$ cat config.mk
export PLATFORM = sky130hd
export DESIGN_NAME = e203_exu_alu_share_arb
export DESIGN_NICKNAME = d
export VERILOG_FILES = /design/src/rtl/e203_exu_alu_share_arb.sv
export SDC_FILE = /design/constraint.sdc
export NUM_CORES = 1
export LEC_CHECK = 0
export CORE_UTILIZATION = 25
export CTS_BUF_LIST = sky130_fd_sc_hd__clkbuf_8 sky130_fd_sc_hd__clkbuf_16
export DETAILED_ROUTE_END_ITERATION = 16
export PLACE_DENSITY_LB_ADDON = 0.1
export SLEW_MARGIN = 10
export SYNTH_ARGS = -nofsm -noshare
export SYNTH_HDL_FRONTEND = slang
export SYNTH_SLANG_ARGS = --single-unit
export TNS_END_PERCENT = 30
$ cat constraint.sdc
create_clock -name clk -period 6.19 [get_ports clk]
set_input_delay 1.238 -clock clk [delete_from_list [all_inputs] [get_ports clk]]
set_output_delay 1.238 -clock clk [all_outputs]
set_load 0.005 [all_outputs]
$ cat src/rtl/e203_exu_alu_share_arb.sv
// Round-robin arbiter for the shared EXU ALU datapath with multi-cycle lock ownership,
// shared-buffer source selection and a sticky lock watchdog.
module e203_exu_alu_share_arb #(
    parameter int LOCK_TO = 64,
    parameter int CNT_W   = 7
) (
    input  logic       clk,
    input  logic       rst,
    input  logic       flush,
    input  logic       alu_req_vld,
    input  logic       bjp_req_vld,
    input  logic       agu_req_vld,
    input  logic       mdv_req_vld,
    input  logic       agu_req_lock,
    input  logic       mdv_req_lock,
    output logic       alu_req_rdy,
    output logic       bjp_req_rdy,
    output logic       agu_req_rdy,
    output logic       mdv_req_rdy,
    output logic       alu_req_alu,
    output logic       bjp_req_alu,
    output logic       agu_req_alu,
    output logic       muldiv_req_alu,
    input  logic [1:0] agu_sbf_ena_in,
    input  logic [1:0] mdv_sbf_ena_in,
    output logic [1:0] sbf_ena,
    output logic       sbf_sel_mdv,
    output logic       locked,
    output logic       lock_err
);
    typedef enum logic {IDLE = 1'b0, LOCKED = 1'b1} state_t;

    state_t           state_q, state_d;
    logic [1:0]       rr_ptr_q, rr_ptr_d;
    logic [1:0]       owner_q, owner_d;
    logic [CNT_W-1:0] lock_cnt_q, lock_cnt_d;
    logic             lock_err_q, lock_err_d;
    logic             sbf_sel_q, sbf_sel_d;

    logic [3:0] vld, gnt;
    logic [1:0] win, cur, idx;
    logic       hs, cur_lock, wd_hit;

    // Requester index order: 0 = ALU, 1 = BJP, 2 = AGU, 3 = MDV
    assign vld = {mdv_req_vld, agu_req_vld, bjp_req_vld, alu_req_vld};

    // Walk from the farthest slot back to rr_ptr so the nearest valid requester wins
    always_comb begin
        win = rr_ptr_q;
        idx = rr_ptr_q;
        for (int k = 3; k >= 0; k--) begin
            idx = rr_ptr_q + 2'(k);
            if (vld[idx]) win = idx;
        end
    end

    always_comb begin
        gnt = '0;
        if (!rst && !flush) begin
            if (state_q == LOCKED) gnt[owner_q] = vld[owner_q];
            else if (vld[win])     gnt[win]     = 1'b1;
        end
    end

    assign hs       = |gnt;
    assign cur      = (state_q == LOCKED) ? owner_q : win;
    assign cur_lock = ((cur == 2'd2) && agu_req_lock) || ((cur == 2'd3) && mdv_req_lock);
    assign wd_hit   = (state_q == LOCKED) && (lock_cnt_q == CNT_W'(LOCK_TO));

    always_ff @(posedge clk or posedge rst) begin
        if (rst) begin
            state_q    <= IDLE;
            rr_ptr_q   <= 2'd0;
            owner_q    <= 2'd0;
            lock_cnt_q <= '0;
            lock_err_q <= 1'b0;
            sbf_sel_q  <= 1'b0;
        end else begin
            state_q    <= state_d;
            rr_ptr_q   <= rr_ptr_d;
            owner_q    <= owner_d;
            lock_cnt_q <= lock_cnt_d;
            lock_err_q <= lock_err_d;
            sbf_sel_q  <= sbf_sel_d;
        end
    end

    // Flush wins over any same-cycle handshake; rr_ptr, lock_err and buffer source survive it
    always_comb begin
        state_d    = state_q;
        rr_ptr_d   = rr_ptr_q;
        owner_d    = owner_q;
        lock_cnt_d = lock_cnt_q;
        sbf_sel_d  = sbf_sel_q;
        lock_err_d = lock_err_q | wd_hit;
        if (flush) begin
            state_d    = IDLE;
            owner_d    = 2'd0;
            lock_cnt_d = '0;
        end else begin
            case (state_q)
                IDLE: begin
                    if (hs) begin
                        if (win == 2'd3)      sbf_sel_d = 1'b1;
                        else if (win == 2'd2) sbf_sel_d = 1'b0;
                        if (cur_lock) begin
                            state_d    = LOCKED;
                            owner_d    = win;
                            lock_cnt_d = CNT_W'(1);
                        end else begin
                            rr_ptr_d = win + 2'd1;
                        end
                    end
                end
                LOCKED: begin
                    if (lock_cnt_q != '1) lock_cnt_d = lock_cnt_q + 1'b1;
                    if (hs && !cur_lock) begin
                        state_d    = IDLE;
                        owner_d    = 2'd0;
                        lock_cnt_d = '0;
                        rr_ptr_d   = owner_q + 2'd1;
                    end
                end
                default: state_d = IDLE;
            endcase
        end
    end

    always_comb begin
        alu_req_rdy    = gnt[0];
        bjp_req_rdy    = gnt[1];
        agu_req_rdy    = gnt[2];
        mdv_req_rdy    = gnt[3];
        alu_req_alu    = gnt[0];
        bjp_req_alu    = gnt[1];
        agu_req_alu    = gnt[2];
        muldiv_req_alu = gnt[3];
        sbf_ena        = 2'b00;
        if (gnt[3])      sbf_ena = mdv_sbf_ena_in;
        else if (gnt[2]) sbf_ena = agu_sbf_ena_in;
        sbf_sel_mdv    = sbf_sel_q;
        locked         = (state_q == LOCKED);
        lock_err       = lock_err_q | wd_hit;
    end
endmodule

==> summary by stage <==
Setup path
The worst register-to-register path has a depth of 8. The end of the critical path is sbf_ena[1]. In this run the critical register-to-register path is captured at lock_cnt_q[1].

The top cell family by delay on the critical path is compound AO/OA/AOI/OAI gates. At the worst endpoint, the required time is 4.95 ns. The critical path is of the input port to primary output type. Walking the worst path, the cells encountered are clkdlybuf4s50_1 > nor2b_1 > o21ai_0 > a21boi_0 > inv_1 > a21oi_1 > nor2b_1 > a22o_1 > clkdlybuf4s50_1. The critical path crosses 9 cells after its start point.

The category of the worst setup path launch point is an input port. The master of the slowest instance on the critical path is sky130_fd_sc_hd__clkdlybuf4s50_1. The endpoint class of the critical path is a primary output.

The data arrival time of the worst path is 3.79 ns. The critical path contains buffers and inverters numbering 3 combined. The biggest fanout along the worst timing path is 8. The worst register-to-register path begins at locked.

Across all register-to-register paths, the minimum setup slack is 3.24 ns. In this design, the stage delay of the slowest critical-path cell is between 0.5 and 0.6 ns. The origin of the worst setup path is agu_req_vld.

Outcome
The flow ran to the end, and the final reports show no timing, DRC or antenna violations.

STA
The max-slew violation count is 0. In this run the tightest slew margin relative to its limit is about 39%. In the finished design, the share of the clock period the worst path needs comes to between 80% and 90%. For the pin with the worst max-slew slack, the measured transition is 0.912 ns. The maximum clock rate is 199 MHz. Setup repair after global routing left no endpoint under its margin. Setup violations remaining at the end of the flow were counted as 0. The hold slack is 0.497 ns. The clock skew after layout is approximately 0.0011 ns. The final number of hold-violating endpoints is 0. Adding up every negative setup slack in the final design gives 0 ns. Subtracting the final worst setup slack from the clock period gives 5.03 ns.

Final layout
The repair_antennas step left the layout with diodes totalling 0. Cells with a size suffix above 1 make up 6.74% of the layout. The net count of the finished layout is around 200. The layout has between 500 and 600 filler cells. The area growth from synthesis to final layout is 23.9%.

Power
For this design the total switching power over the nets is 0.187 mW. Of the total power, registers draw between 30% and 40%. Across the VDD grid, the largest voltage drop is approximately 0.11 mV.

The proportion of power drawn by the clock network is around a fifth. Power spread over the standard cell area amounts to about 290 nW/um^2. In this run switching power makes up between 40% and 50% of total power. For this design the static power due to leakage is roughly 0.61 nW. Combinational logic is responsible for around half of the overall power. The internal power of the cells totals about 0.27 mW.

Route
The final wirelength is around 3.2 mm. The via density per instance is a little over 5. The DRC marker count from the first detailed-route iteration is about 110.

The remaining number of nets flagged by the antenna check after routing is 0. For this block, the via count after detailed routing is ~1.2k. The number of DRC violations after detailed routing is 0. The iteration count of the initial detailed-routing pass is 4. Dividing the detail-routed wire length by the instance count gives approximately 13 um.

Floorplanning
The I/O pin total is 26. The floorplan step defined a die boundary enclosing approximately 5400 um^2. The total area inside the core boundary comes to approximately 4800 um^2. The width of the chip is roughly 74 um. The number of placement rows is 25. The initial utilization of the core area, before any placement, comes to 26.6%. The height of the die is between 70 and 80 um.

Place
The congestion estimate from routability-driven global placement came to roughly 0.85. Port buffering added 25 buffers. The estimated wirelength of the detail-placed design is between 2 and 2.5 mm.

GRT
The number of antenna violations at the first check in global routing is 0. Global routing finished with a remaining overflow of 0. The via count of the first global-routing pass is between 1k and 1.5k. The wire length of the first global-routing pass is 5.55 mm. The maximum number of pins on one net before global-route repair is 28. Global routing used 13.3% of the available tracks across all layers.

Clocking
The number of sinks handled by clock tree synthesis is 14. The CTS root buffer is sky130_fd_sc_hd__clkbuf_8. TritonCTS built the clock tree.

The deepest level of the CTS H-tree is 1. After clock tree synthesis, the clock-pin slew on the worst setup and hold paths is approximately 0.06 ns. The maximum count of clock buffers along a single path is 2.

The clock insertion delay at the later pin of the skew report is between 0.2 and 0.25 ns. The hold buffer count at CTS is 0. The number of buffers created by CTS is 3. The number of gates given a new drive strength after cts is 0. Once the clock tree was built, the setup fixing pass inserted 0 buffers.

Synthesis
The prevailing post-synth register cell is sky130_fd_sc_hd__dfrtp_1. The synthesized netlist devotes 0% of its cell area to XOR and XNOR gates. The distinct cell type count after synthesis is 47. The complex-gate fraction of the synthesized area is around 33%. The post-synthesis net count is around 180.

The commonest cells after synthesis are sky130_fd_sc_hd__nor2_1 (15), sky130_fd_sc_hd__o21ai_0 (15), sky130_fd_sc_hd__dfrtp_1 (14), sky130_fd_sc_hd__nand2_1 (14), sky130_fd_sc_hd__a21oi_1 (13). The fraction of synthesis flops using an asynchronous set or reset pin is between 90% and 100%. In this run, synthesis inferred 0 flip-flops with an integrated enable. The netlist area before placement is approximately 1300 um^2. The number of synthesis warnings is 0. After synthesis, the largest family of logic cells by area is compound AO/OA/AOI/OAI gates.

The post-synthesis cell type with the largest combined area is sky130_fd_sc_hd__dfrtp_1. By area the synthesized netlist is led by sky130_fd_sc_hd__dfrtp_1 (27%), sky130_fd_sc_hd__o21ai_0 (5.9%), sky130_fd_sc_hd__a21oi_1 (5.1%). The post-synthesis sequential area ratio is a little over a quarter. The cell count after synthesis came out at 160. The synthesized netlist devotes under 10% of its cell area to adder and majority cells.

The synthesis-stage register bit count is 14. The multiplexer share of the synthesized area is between 3 and 4%. Dividing the synthesized area by the synthesized cell count gives ~8.0 um^2. The area share of and/or/nand/nor cells after synthesis is a little under a quarter. The share of the synthesized area in the top cell type is a little over a quarter.

Hold path
The classification of the worst-slack hold path is flop to flop.

Run
Max-cap violations in this run came to 0.
==> worst min path at each step <==
stage | from | to | cells past startpoint
floorplan | lock_err_q | lock_err_q | 1
global placement | lock_err_q | lock_err_q | 1
detailed placement | lock_err_q | lock_err_q | 1
CTS | lock_err_q | lock_err_q | 1
global route | lock_err_q | lock_err_q | 1
finish | lock_err_q | lock_err_q | 1
==> placed cells by master, fill, tap and decap left out, types with 4 or more instances in the layout <==
cell / count
sky130_fd_sc_hd__dfrtp_1: 14
sky130_fd_sc_hd__o21ai_0: 15
sky130_fd_sc_hd__a31oi_1: 8
sky130_fd_sc_hd__nor2b_1: 7
sky130_fd_sc_hd__ha_1: 4
sky130_fd_sc_hd__inv_1: 9
sky130_fd_sc_hd__clkdlybuf4s50_1: 25
sky130_fd_sc_hd__a21oi_1: 13
sky130_fd_sc_hd__nor2_1: 15
sky130_fd_sc_hd__clkbuf_8: 4
sky130_fd_sc_hd__nand2_1: 14
==> state kept, by name, indices dropped and copies added, names as in the netlist <==
name / cells
owner_q: 2
locked: 1
sbf_sel_mdv: 1
lock_cnt_q: 7
lock_err_q: 1
rr_ptr_q: 2
==> power groups by stage <==
| stage | registers (mW) | logic [mW] | clock network, mW |
|---|---|---|---|
| floorplan | 0.123 | 0.180 | 0 |
| global placement | 0.147 | 0.219 | 0 |
| detailed placement | 0.147 | 0.220 | 0 |
| CTS | 0.146 | 0.221 | 0.0927 |
| global route | 0.151 | 0.248 | 0.0975 |
| finish | 0.146 | 0.219 | 0.0899 |
==> through the flow <==
| stage | area (um^2) | std cells | utilization, % | setup slack (ns) | power [mW] |
|---|---|---|---|---|---|
| 6_report | 1590 | 245 | 32.9 | 1.16 | 0.455 |
| 5_1_grt | 1590 | 245 | 32.9 | 0.965 | 0.497 |
| 3_5_place_dp | 1530 | 241 | 31.8 | 1.17 | 0.367 |
| 4_1_cts | 1590 | 245 | 32.9 | 1.16 | 0.459 |
| 3_3_place_gp | 1530 | 241 | 31.8 | 1.31 | 0.366 |
| 2_1_floorplan | 1280 | 160 | - | 2.51 | 0.303 |
==> cells by family (layout without fill, tap and decap cells) <==
family | after synthesis | after routing
multiplexers | 4 | 4
flip-flops | 14 | 14
adder cells (fa/ha/maj) | 4 | 4
buffers and inverters | 20 | 38
AND/OR/NAND/NOR | 57 | 57
AO/OA/AOI/OAI | 61 | 61
==> per-layer routing <==
metal / part of all wire [%] / up-vias / GRT usage [%]
met4: 0.46 / 0 / 3.42
li1: - / 619 / -
met2: 43 / 40 / 19.8
met3: 6.0 / 2 / 2.88
met1: 50 / 586 / 19.3
met5: 0 / - / 0
==> area by class of cell <==
cell class | instances | area, um^2 | share of cell area, %
repair buffers | 25 | 250 | 15.8
inverters | 9 | 33.8 | 2.13
well taps | 67 | 83.8 | 5.28
flip-flops and latches | 14 | 350 | 22.1
clock buffers | 4 | 55.1 | 3.47
multi-input cells | 126 | 813 | 51.3
==> worst register-to-register path: cells and delay by family (launching register included) <==
| kind | cells | cell delay (ns) |
|---|---|---|
| buf+inv | 1 | 0.07 |
| mux | 1 | 0.46 |
| simple gates | 2 | 0.61 |
| compound gates | 3 | 0.63 |
| fa+ha+maj | 1 | 0.16 |
| flops | 1 | 0.94 |
(Power assumes the default switching activity.)
